<file path="config.mk">
export PLATFORM = sky130hd
export DESIGN_NAME = sdp_fifo_ctrl_flat
export DESIGN_NICKNAME = d
export VERILOG_FILES = /design/src/rtl/sdp_fifo_ctrl_if.sv /design/src/rtl/sdp_fifo_ctrl.sv /design/src/flat_wrapper.sv
export SDC_FILE = /design/constraint.sdc
export NUM_CORES = 1
export LEC_CHECK = 0
export ABC_AREA = 1
export BUFFER_PORTS_ARGS = -buffer_cell sky130_fd_sc_hd__buf_2
export CAP_MARGIN = 15
export CORE_ASPECT_RATIO = 1.5
export CORE_UTILIZATION = 25
export CTS_BUF_LIST = sky130_fd_sc_hd__clkbuf_8
export DETAILED_ROUTE_END_ITERATION = 12
export SKIP_CTS_REPAIR_TIMING = 1
export SYNTH_ARGS = -nofsm -noshare
export SYNTH_HDL_FRONTEND = slang
export SYNTH_SLANG_ARGS = --single-unit
export TNS_END_PERCENT = 50
</file>
<file path="constraint.sdc">
create_clock -name clk -period 4.6 [get_ports clk]
set_input_delay 0.69 -clock clk [delete_from_list [all_inputs] [get_ports clk]]
set_output_delay 0.69 -clock clk [all_outputs]
set_load 0.005 [all_outputs]
</file>
<file path="src/rtl/sdp_fifo_ctrl_if.sv">
// Valid/ready stream pair between producer, FIFO controller and consumer.
// master: the side that produces s_* and consumes m_*; slave: the controller.
interface sdp_fifo_ctrl_if #(
    parameter int DATA_WIDTH = 32
);
    logic [DATA_WIDTH-1:0] s_data;
    logic                  s_valid;
    logic                  s_ready;
    logic [DATA_WIDTH-1:0] m_data;
    logic                  m_valid;
    logic                  m_ready;

    modport master (
        output s_data, s_valid, m_ready,
        input  s_ready, m_data, m_valid
    );

    modport slave (
        input  s_data, s_valid, m_ready,
        output s_ready, m_data, m_valid
    );
endinterface

</file>
<file path="src/rtl/sdp_fifo_ctrl.sv">
// Streaming FIFO controller in front of a simple dual-port memory with a
// registered read port. Reads are issued ahead of demand into a 2-entry
// output buffer so that one word per cycle flows in and out.
module sdp_fifo_ctrl #(
    parameter  int DATA_WIDTH = 32,
    parameter  int DEPTH      = 16,
    localparam int ADDR_WIDTH = $clog2(DEPTH),
    localparam int CNT_WIDTH  = $clog2(DEPTH + 3)
) (
    input  logic                  clk,
    input  logic                  rst,
    sdp_fifo_ctrl_if.slave        bus,
    output logic [CNT_WIDTH-1:0]  count,
    output logic                  empty,
    output logic                  full,
    output logic [ADDR_WIDTH-1:0] mem_addra,
    output logic [DATA_WIDTH-1:0] mem_dina,
    output logic                  mem_wea,
    output logic [ADDR_WIDTH-1:0] mem_addrb,
    input  logic [DATA_WIDTH-1:0] mem_doutb
);
    localparam int MCW = ADDR_WIDTH + 1;

    logic [ADDR_WIDTH-1:0] wr_ptr;
    logic [ADDR_WIDTH-1:0] rd_ptr;
    logic [MCW-1:0]        mem_cnt;
    logic [MCW-1:0]        mem_cnt_nxt;
    logic                  rd_pend;
    logic [1:0]            obuf_cnt;
    logic [1:0]            obuf_cnt_nxt;
    logic [DATA_WIDTH-1:0] obuf0;
    logic [DATA_WIDTH-1:0] obuf1;
    logic [CNT_WIDTH-1:0]  count_r;
    logic [CNT_WIDTH-1:0]  count_nxt;
    logic                  s_rdy;
    logic                  m_vld;
    logic                  push;
    logic                  pop;
    logic                  issue;
    logic [2:0]            occ;

    // Handshakes: s_ready depends only on registered mem_cnt, never on s_valid.
    assign s_rdy       = !rst && (mem_cnt != MCW'(DEPTH));
    assign m_vld       = !rst && (obuf_cnt != 2'd0);
    assign push        = bus.s_valid && s_rdy;
    assign pop         = m_vld && bus.m_ready;

    assign bus.s_ready = s_rdy;
    assign bus.m_valid = m_vld;
    assign bus.m_data  = m_vld ? obuf0 : '0;

    assign mem_wea     = push;
    assign mem_addra   = wr_ptr;
    assign mem_dina    = bus.s_data;
    assign mem_addrb   = rd_ptr;

    assign count       = rst ? '0 : count_r;
    assign empty       = (count == '0);
    assign full        = !s_rdy;

    // Read-ahead decision: keep buffered plus in-flight words below two after
    // this cycle's pop. mem_cnt > 0 keeps rd_ptr off the word being written.
    always_comb begin
        occ          = {1'b0, obuf_cnt} + {2'b00, rd_pend} - {2'b00, pop};
        issue        = (mem_cnt != '0) && (occ < 3'd2);
        mem_cnt_nxt  = mem_cnt + MCW'(push) - MCW'(issue);
        obuf_cnt_nxt = obuf_cnt + {1'b0, rd_pend} - {1'b0, pop};
        count_nxt    = CNT_WIDTH'(mem_cnt_nxt) + CNT_WIDTH'(issue)
                     + CNT_WIDTH'(obuf_cnt_nxt);
    end

    // Control state: pointers, occupancies and the read-in-flight flag.
    always_ff @(posedge clk) begin
        if (rst) begin
            wr_ptr   <= '0;
            rd_ptr   <= '0;
            mem_cnt  <= '0;
            rd_pend  <= 1'b0;
            obuf_cnt <= 2'd0;
            count_r  <= '0;
        end else begin
            if (push)
                wr_ptr <= wr_ptr + 1'b1;
            if (issue)
                rd_ptr <= rd_ptr + 1'b1;
            mem_cnt  <= mem_cnt_nxt;
            rd_pend  <= issue;
            obuf_cnt <= obuf_cnt_nxt;
            count_r  <= count_nxt;
        end
    end

    // Output buffer data: capture lands at the tail, pop shifts tail to head.
    always_ff @(posedge clk) begin
        if (rd_pend) begin
            if (pop) begin
                if (obuf_cnt == 2'd2) begin
                    obuf0 <= obuf1;
                    obuf1 <= mem_doutb;
                end else begin
                    obuf0 <= mem_doutb;
                end
            end else if (obuf_cnt == 2'd0) begin
                obuf0 <= mem_doutb;
            end else begin
                obuf1 <= mem_doutb;
            end
        end else if (pop) begin
            obuf0 <= obuf1;
        end
    end
endmodule

</file>
<file path="src/flat_wrapper.sv">
// flat-port wrapper written by rule: the top's interface ports become plain ports
module sdp_fifo_ctrl_flat 
#(
    parameter  int DATA_WIDTH = 32,
    parameter  int DEPTH      = 16,
    localparam int ADDR_WIDTH = $clog2(DEPTH),
    localparam int CNT_WIDTH  = $clog2(DEPTH + 3)
)
  (clk, rst, count, empty, full, mem_addra, mem_dina, mem_wea, mem_addrb, mem_doutb, bus_s_data, bus_s_valid, bus_m_ready, bus_s_ready, bus_m_data, bus_m_valid);
  sdp_fifo_ctrl_if #(.DATA_WIDTH(DATA_WIDTH)) bus_i ();
  input  logic clk;
  input  logic rst;
  output logic [CNT_WIDTH-1:0] count;
  output logic empty;
  output logic full;
  output logic [ADDR_WIDTH-1:0] mem_addra;
  output logic [DATA_WIDTH-1:0] mem_dina;
  output logic mem_wea;
  output logic [ADDR_WIDTH-1:0] mem_addrb;
  input  logic [DATA_WIDTH-1:0] mem_doutb;
  input wire logic [$bits(bus_i.s_data)-1:0] bus_s_data;
  input wire logic [$bits(bus_i.s_valid)-1:0] bus_s_valid;
  input wire logic [$bits(bus_i.m_ready)-1:0] bus_m_ready;
  output wire logic [$bits(bus_i.s_ready)-1:0] bus_s_ready;
  output wire logic [$bits(bus_i.m_data)-1:0] bus_m_data;
  output wire logic [$bits(bus_i.m_valid)-1:0] bus_m_valid;
  assign bus_i.s_data = bus_s_data;
  assign bus_i.s_valid = bus_s_valid;
  assign bus_i.m_ready = bus_m_ready;
  assign bus_s_ready = bus_i.s_ready;
  assign bus_m_data = bus_i.m_data;
  assign bus_m_valid = bus_i.m_valid;
  sdp_fifo_ctrl #(.DATA_WIDTH(DATA_WIDTH), .DEPTH(DEPTH)) u_core (.clk(clk), .rst(rst), .bus(bus_i), .count(count), .empty(empty), .full(full), .mem_addra(mem_addra), .mem_dina(mem_dina), .mem_wea(mem_wea), .mem_addrb(mem_addrb), .mem_doutb(mem_doutb));
endmodule
</file>
==> metrics.txt, run 1 <==
design area=4910 um2; first-pass GRT wire length=13500 um; worst hold stages=1; antenna violations before repair=1; status=finished, final reports clean; Fin. Hold Viols=0; Cell Area, Placed=4680 um2; fin crit period=4.01 ns; CTS tree=built; kind of critical path=reg -> reg; Cell variety after synth=25; Final Setup Violations=0; worst-skew pair later-pin latency=0.36 ns; Syn-to-layout area delta=15.9%; GR Overflow Total=0; vias in the first global route=2757; core area=16700 um2; CP Data Arrival Time=4.31 ns; post-synthesis compound-gate area fraction=8.38%; period utilisation layout=87.2%; sequential cell area fraction in the yosys report=55.2%; HPWL Detailed=6130 um; max_cap viols=0; placer congestion estimate=0.788; flop2flop setup slack=0.59 ns; mux share of post-synthesis cell area=0%; Hold Crit Start=mem_doutb[19]; syn nets=525; via/cell ratio=3.92; Net count, final=586; Slew @ Worst Pin=0.948 ns; Initial DRT Pass Iterations=4; row count=58; startpoint types=flip-flop; XOR/XNOR Fraction of Synth Area=0.619%; Crit Reg-Reg Endpoint=u_core.count_r[4]; final worst setup slack=0.587 ns; GRT Resource Usage Total=10.3%; CTS sink cnt=85; Sequential Area=2340 um2; area of the multi-input gates=1220 um2; clk slew on worst S/H paths=0.10 ns; die extent in y=162 um; die width=108 um; Fillers=1802; IO Pins=150; Post-Synth Simple-Gate Area=14.2%; leakage power=0.00239 uW; Final Routed Wirelength=8480 um; DP Cell Count=702; TritonCTS buffer count=9; Reg-to-Reg Start=u_core.obuf_cnt[1]; Max-slew headroom=36.6%; Worst Path Max Fanout=5; initial DRC count=114; final design utilization=29.4%; initial core utilization=25.4%; synth warn=0; Die ar.=17500 um2; Hold EP=u_core.obuf1[19]; origin of the worst setup path=u_core.obuf_cnt[1]; Adder-Cell Fraction of Synth Area=5.13%; Diodes inserted=0; Reg2Reg Depth=22; Port Buffers=85; Worst VDD drop=0.510 mV; largest family of logic cells by synthesized area=buffers and inverters; Post-Synthesis Cells=442; unrepaired setup endpoints after global routing=no; vias post-DR=2814; largest net degree at the start of global routing=33; Clock Path Buffers=2; share of cells above drive strength 1=28.0%; Final Max Tran Viols=0; pwr dens=695 nW/um2; htree depth=3; routed length per instance=11.8 um; DRC=0; CP Data Required Time=4.89 ns; Final TNS setup=0 ns; Mean Syn Cell Area=9.60 um2; Setup WS pre-CTS=0.220 ns; clock root buffer=clkbuf_8; Worst setup EP type=flip-flop; Peak Freq=0.249 GHz; synthesized cell area=4240 um2; non-filler cells, final=718; min-delay worst type=in -> reg; Antenna Nets Post-Route=0; flops & latches, synth=85; Clock Skews=0.0163 ns
-- through the flow --
stage,hold slack (ns),power [uW]
after floorplan,0.486,2400
after global placement,0.489,2840
after detailed placement,0.498,2870
after CTS,0.475,3500
after global routing,0.475,3780
final,0.508,3410
-- per-layer routing --
layer / share of wire [%] / global-route usage [%]
met5: 0.15 / 0
met3: 5.3 / 3.31
met1: 39 / 10.7
met2: 52 / 18.4
met4: 2.7 / 4.98
-- cells in the mapped netlist (all sizes together) --
library cell | n | area, um2
nand4 | 3 | 18.8
clkbuf | 4 | 15.0
inv | 99 | 372
ha | 11 | 138
nor3 | 1 | 5.00
a21oi | 10 | 50.1
fa | 4 | 80.1
o21bai | 1 | 7.51
buf | 39 | 313
nand2 | 71 | 274
nand3 | 11 | 55.1
dfxtp | 21 | 420
nor2 | 64 | 248
a31oi | 1 | 6.26
xor2 | 2 | 17.5
o21ai | 35 | 292
edfxtp | 64 | 1920
xnor2 | 1 | 8.76
-- report_power, final --
group / total [uW] / internal (uW) / leakage [uW] / switching (uW)
Clock: 611 / 315 / 0.000116 / 297
Combinational: 1540 / 570 / 0.00151 / 973
Sequential: 1260 / 1180 / 0.000767 / 86.1
-- how the worst max path moves through the flow --
stage,end,slack (ns),cells after the start
after floorplan,u_core.count_r[4],0.42,20
after global placement,u_core.count_r[4],0.31,22
after detailed placement,u_core.count_r[4],0.22,21
after CTS,u_core.count_r[4],0.55,22
after global routing,u_core.count_r[4],0.24,22
final,u_core.count_r[4],0.59,22
-- layout by cell type (no fill, tap or decap) --
master     instances
inv_1             99
buf_2             85
nand2_1           70
edfxtp_1          64
nor2_1            63
o21ai_2           28
dfxtp_1           21
nand3_1           11
ha_1              11
clkbuf_8           9
a21oi_1            8
buf_4              8
o21ai_0            4
fa_1               4
nand4_1            3
clkinv_4           3
o21ai_1            2
a21oi_4            2
xor2_1             2
bufinv_16          2
nor2_4             1
nand2_4            1
o21ai_4            1
a31oi_1            1
nor3_1             1
o21bai_1           1
xnor2_1            1
inv_8              1
inv_6              1
-- flip-flops by register name (all words and copies together) (netlist names) --
register and flops:
u_core.obuf0 32, u_core.mem_addra 4, u_core.count_r 5, u_core.rd_pend 1
u_core.obuf1 32, u_core.mem_addrb 4, u_core.mem_cnt 5, u_core.obuf_cnt 2
-- critical path, cell delays in order, from the launching register on --
cell and delay [ns]:
dfxtp_1 0.40, nor2_1 0.10, nor2_4 0.13, nand2_4 0.10, ha_1 0.28, ha_1 0.18
inv_1 0.06, fa_1 0.49, nand2_1 0.11, nor2_1 0.04, nand2_1 0.07, inv_1 0.06
ha_1 0.26, inv_1 0.04, ha_1 0.21, fa_1 0.52, inv_1 0.07, fa_1 0.43
nor2_1 0.12, nand3_1 0.10, nand2_1 0.06, nand2_1 0.04, nor2_1 0.08
-- logic make-up (layout without fill, tap and decap cells) --
logic type	Yosys count	in the layout
buf+inv	142	208
flops	85	85
simple gates	150	150
fa+ha+maj	15	15
compound gates	47	47
xor+xnor	3	3
-- area by class of cell --
type,instances,share of cell area [%]
clock buffer,9,2.52
multi-input combinational,215,24.9
tap,210,5.35
sequential,85,47.7
timing repair buffer,93,9.88
inverter,99,7.56
clock inverter,7,2.16
No activity file was read; power rests on OpenSTA's default activity.
==> run 2, diff against run 1 <==
REMOVE_ABC_BUFFERS = 1   (was not set)
==> run 2 against run 1 <==
  * Total power decreased by 4.6%
  * Count of clock-buffer cells in the layout stayed put
  * Hold slack lost 0.010 ns
  * First-iteration DRC count shrank 24%
  * Clock skew decreased by 0.0020 ns
  * Register-to-register slack improved by 0.12 ns
  * Highest routed layer is now met4
  * Final area shrank 0.97%
  * Clock power shrank 20%
  * Global-route usage rose by 0.34 points
  * Sequential cell count did not move
  * Final cell count increased by 0.14%
==> metrics.txt, run 2 (same netlist as run 1, synthesis figures left out) <==
Worst Path Max Fanout=5; Antenna Nets Post-Route=0; Clock Skews=0.0143 ns; Syn-to-layout area delta=14.7%; Peak Freq=0.257 GHz; vias in the first global route=2574; htree depth=3; Die ar.=17500 um2; HPWL Detailed=6490 um; Hold WS=0.498 ns; share of cells above drive strength 1=27.9%; CP Data Required Time=4.90 ns; Slew @ Worst Pin=0.480 ns; clk slew on worst S/H paths=0.09 ns; Final Routed Wirelength=9000 um; first-pass GRT wire length=13700 um; core area=16700 um2; routed length per instance=12.5 um; vias post-DR=2820; biggest registers after layout=u_core.obuf0 (32), u_core.obuf1 (32); period utilisation layout=84.5%; status=finished, final reports clean; Final Setup Violations=0; flop2flop setup slack=0.71 ns; Fin. Hold Viols=0; CTS tree=built; GR Overflow Total=0; unrepaired setup endpoints after global routing=no; Fillers=1813; die extent in y=162 um; Cell Area, Placed=4690 um2; Net count, final=587; min-delay worst type=reg -> reg; leakage power=0.00236 uW; Final TNS setup=0 ns; Diodes inserted=0; area of the multi-input gates=1220 um2; initial DRC count=87; antenna violations before repair=0; max_cap viols=0; die width=108 um; GRT Resource Usage Total=10.7%; Final Max Tran Viols=0; Worst VDD drop=0.469 mV; DRC=0; CTS sink cnt=85; commonest non-fill, non-tap cell in the layout=inv_1; fin crit period=3.89 ns; pwr dens=669 nW/um2; kind of critical path=reg -> reg; TritonCTS buffer count=9; initial core utilization=25.4%; worst-skew pair later-pin latency=0.36 ns; Initial DRT Pass Iterations=4; via/cell ratio=3.92; row count=58; Max-slew headroom=67.9%; largest net degree at the start of global routing=33; IO Pins=150; clock root buffer=clkbuf_8; Sequential Area=2340 um2; Worst setup EP type=flip-flop; startpoint types=flip-flop; Clock Path Buffers=2; placer congestion estimate=0.782; Port Buffers=85; commonest cells after routing, fill and taps aside=inv_1 (100), buf_2 (85), nand2_1 (70), edfxtp_1 (64), nor2_1 (63); CP Data Arrival Time=4.18 ns; design area=4870 um2
## run 2: worst paths after layout
path                  startpoint                  end  depth (start not counted)
min          u_core.mem_addra[3]  u_core.mem_addra[3]                          2
max reg2reg   u_core.obuf_cnt[1]    u_core.count_r[4]                         22
max           u_core.obuf_cnt[1]    u_core.count_r[4]                         22
min reg2reg  u_core.mem_addra[3]  u_core.mem_addra[3]                          2
## run 2: per-layer routing
metal | wire length [um] | vias up | share of wire [%] | track usage, %
met1 | 3990 | 1259 | 44 | 12.9
met3 | 807 | 7 | 9.0 | 5.45
li1 | - | 1460 | - | -
met4 | 104 | 0 | 1.2 | 3.69
met5 | 0 | - | 0 | 2.68
met2 | 4090 | 94 | 45 | 15.9
## run 2: critical path: stages (launching register included)
cell and delay [ns]:
dfxtp_1 0.39, nor2_1 0.10, nor2_4 0.13, nand2_4 0.09, ha_1 0.29, ha_1 0.17
inv_1 0.06, fa_1 0.42, nand2_1 0.09, nor2_1 0.04, nand2_1 0.06, inv_1 0.06
ha_1 0.26, inv_1 0.04, ha_1 0.21, fa_1 0.51, inv_1 0.07, fa_1 0.42
nor2_1 0.13, nand3_1 0.10, nand2_1 0.07, nand2_1 0.05, nor2_1 0.08
## run 2: layout make-up
class,count,share of cell area [%]
clock buffer,9,2.54
sequential,85,48.1
multi-input combinational,215,25.1
tap,210,5.40
clock inverter,7,1.05
inverter,99,7.63
timing repair buffer,94,10.1
## run 2: where the power goes
group	internal [uW]	switching, uW	total [uW]
clock	198	291	489
sequential	1170	85.9	1260
combinational	559	949	1510
## run 2: through the flow
step	total power (uW)	utilization (%)	instances	setup slack, ns
floorplan	2330	-	399	0.418
global placement	2810	28.1	703	0.401
detailed placement	2830	28.1	703	0.363
CTS	3340	29.2	719	0.706
global route	3630	29.2	719	0.416
finish	3260	29.2	719	0.712
==> run 3, diff against run 2 <==
clock period = 3.6 ns   (was 4.6 ns; I/O delays follow)
==> run 3 against run 2 <==
  * The flow now finishes with violations (negative setup slack)
  * Combinational power rose by 52%
  * Die area did not move
  * Non-clock buffer count increased by 14
  * Via count grew 3.9%
  * Highest routed layer unchanged
  * Final cell count grew 1.9%
  * First-iteration DRC count decreased by 18%
  * Sequential share of layout area down 2.1 points
  * Sequential power increased by 29%
  * Total power grew 43%
==> metrics.txt, run 3 (same netlist as run 1, synthesis figures left out) <==
via/cell ratio=4.00; Clock power frac=16.3%; status=complete, but fails checks; clk slew on worst S/H paths=0.10 ns; P_int=2850 uW; origin of the worst setup path=u_core.obuf_cnt[0]; worst-skew pair later-pin latency=0.36 ns; final worst setup slack=-0.0218 ns; Net count, final=601; Clock Path Buffers=2; placer congestion estimate=0.771; CP Data Required Time=3.84 ns; slowest CP cell=fa_1; IO Pins=150; Fin. Hold Viols=0; Reg2Reg Depth=20; Final Max Tran Viols=0; initial DRC count=71; Critical Path Max Stage Delay=0.54 ns; period utilisation layout=101%; commonest cells after routing, fill and taps aside=inv_1 (96), buf_2 (85), nand2_1 (70), edfxtp_1 (64), nor2_1 (61); commonest non-fill, non-tap cell in the layout=inv_1; GRT Resource Usage Total=10.9%; die extent in y=162 um; biggest registers after layout=u_core.obuf0 (32), u_core.obuf1 (32); core area=16700 um2; antenna violations before repair=0; flop2flop setup slack=-0.02 ns; pwr dens=915 nW/um2; Sw Ratio=38.9%; Switch Pwr=1820 uW; TritonCTS buffer count=9; vias in the first global route=2778; initial core utilization=25.4%; DRC=0; Peak Freq=0.276 GHz; GR Util met3=5.57%; row count=58; Clock Skews=0.0136 ns; Final Routed Wirelength=9270 um; htree depth=3; Slew @ Worst Pin=0.729 ns; min-delay worst type=in -> reg; Diodes inserted=0; Worst Path Max Fanout=2; unrepaired setup endpoints after global routing=yes; non-filler cells, final=733; failing checks=negative setup slack; busiest grt layer=met2; Initial DRT Pass Iterations=4; DP Cell Count=716; kind of critical path=reg -> reg; CTS tree=built; critical path cell sequence=nor2_4 > nor2_4 > nand2_4 > ha_4 > ha_4 > inv_2 > fa_1 > nor2_1 > nor2_1 > nand2_1 > inv_2 > ha_4 > inv_2 > ha_4 > fa_1 > inv_2 > fa_2 > buf_4 > o21ai_0 > a21oi_1; Syn-to-layout area delta=20.2%; first-pass GRT wire length=14100 um; CP Capture Point=u_core.count_r[2]; share of cells above drive strength 1=32.3%; CTS sink cnt=85; GR Overflow Total=0; Die ar.=17500 um2; share of power burned in registers=34.6%; Max-slew headroom=51.2%; Setup WS pre-CTS=-0.401 ns; vias post-DR=2930; met2 usage=17.1%; Worst VDD drop=0.601 mV; Worst setup EP type=flip-flop; Port Buffers=85; clock root buffer=clkbuf_8; CP Data Arrival Time=3.86 ns; routed length per instance=12.6 um; final design utilization=30.5%; Reg-to-Reg Start=u_core.obuf_cnt[0]; GRT met1 Usage=12.4%; HPWL Detailed=6740 um; startpoint types=flip-flop; leakage power=0.00246 uW; Antenna Nets Post-Route=0; Final Setup Violations=2; die width=108 um; fin crit period=3.62 ns; max_cap viols=0; Crit Reg-Reg Endpoint=u_core.count_r[2]; largest net degree at the start of global routing=33; combinational share of power=49.1%
[run 3: area by class of cell]
type / instances / area, um2
clock inverter: 7 / 98.8
multi-input combinational: 215 / 1280
sequential: 85 / 2340
clock buffer: 9 / 124
inverter: 99 / 372
tap: 210 / 263
timing repair buffer: 108 / 611
fill: 1807 / 11600
[run 3: power groups by stage]
stage                     clock network (uW)  logic, uW  registers, uW
final                                    758       2290           1620
after global routing                     836       2640           1650
after CTS                                805       2190           1610
after detailed placement                   0       2180           1630
after global placement                     0       2140           1620
after floorplan                            0       1350           1620
[run 3: metal layers]
metal / vias up / routed length [um]
met5: - / 0
met2: 106 / 4370
met4: 0 / 111
li1: 1486 / -
met1: 1329 / 3910
met3: 9 / 874
[run 3: worst max-delay path, delay by kind of cell, from the launching register on]
family	cells	cell delay, ns
and+or+nand+nor	6	0.49
DFF	1	0.36
adders and majority gates	7	2.15
buffers and inverters	5	0.33
AOI/OAI and AO/OA	2	0.19
[run 3: worst min path at each step]
stage                              startpoint                   to  slack [ns]  cells past startpoint
final                           mem_doutb[30]     u_core.obuf1[30]        0.37                      1
after global routing             mem_doutb[0]      u_core.obuf1[0]        0.34                      1
after CTS                       mem_doutb[27]     u_core.obuf1[27]        0.34                      1
after detailed placement  u_core.mem_addrb[3]  u_core.mem_addrb[3]        0.49                      2
after global placement    u_core.mem_addra[3]  u_core.mem_addra[3]        0.49                      2
after floorplan           u_core.mem_addra[3]  u_core.mem_addra[3]        0.48                      2
[run 3: per-stage QoR]
step	power (uW)	TNS, ns	instance area [um2]	hold WS [ns]
6_report	4660	-0.0337	5100	0.365
5_1_grt	5130	-0.665	5100	0.336
4_1_cts	4610	-0.285	5020	0.336
3_5_place_dp	3810	-1.14	4800	0.491
3_3_place_gp	3770	-0.939	4800	0.486
2_1_floorplan	2980	-1.19	3910	0.480
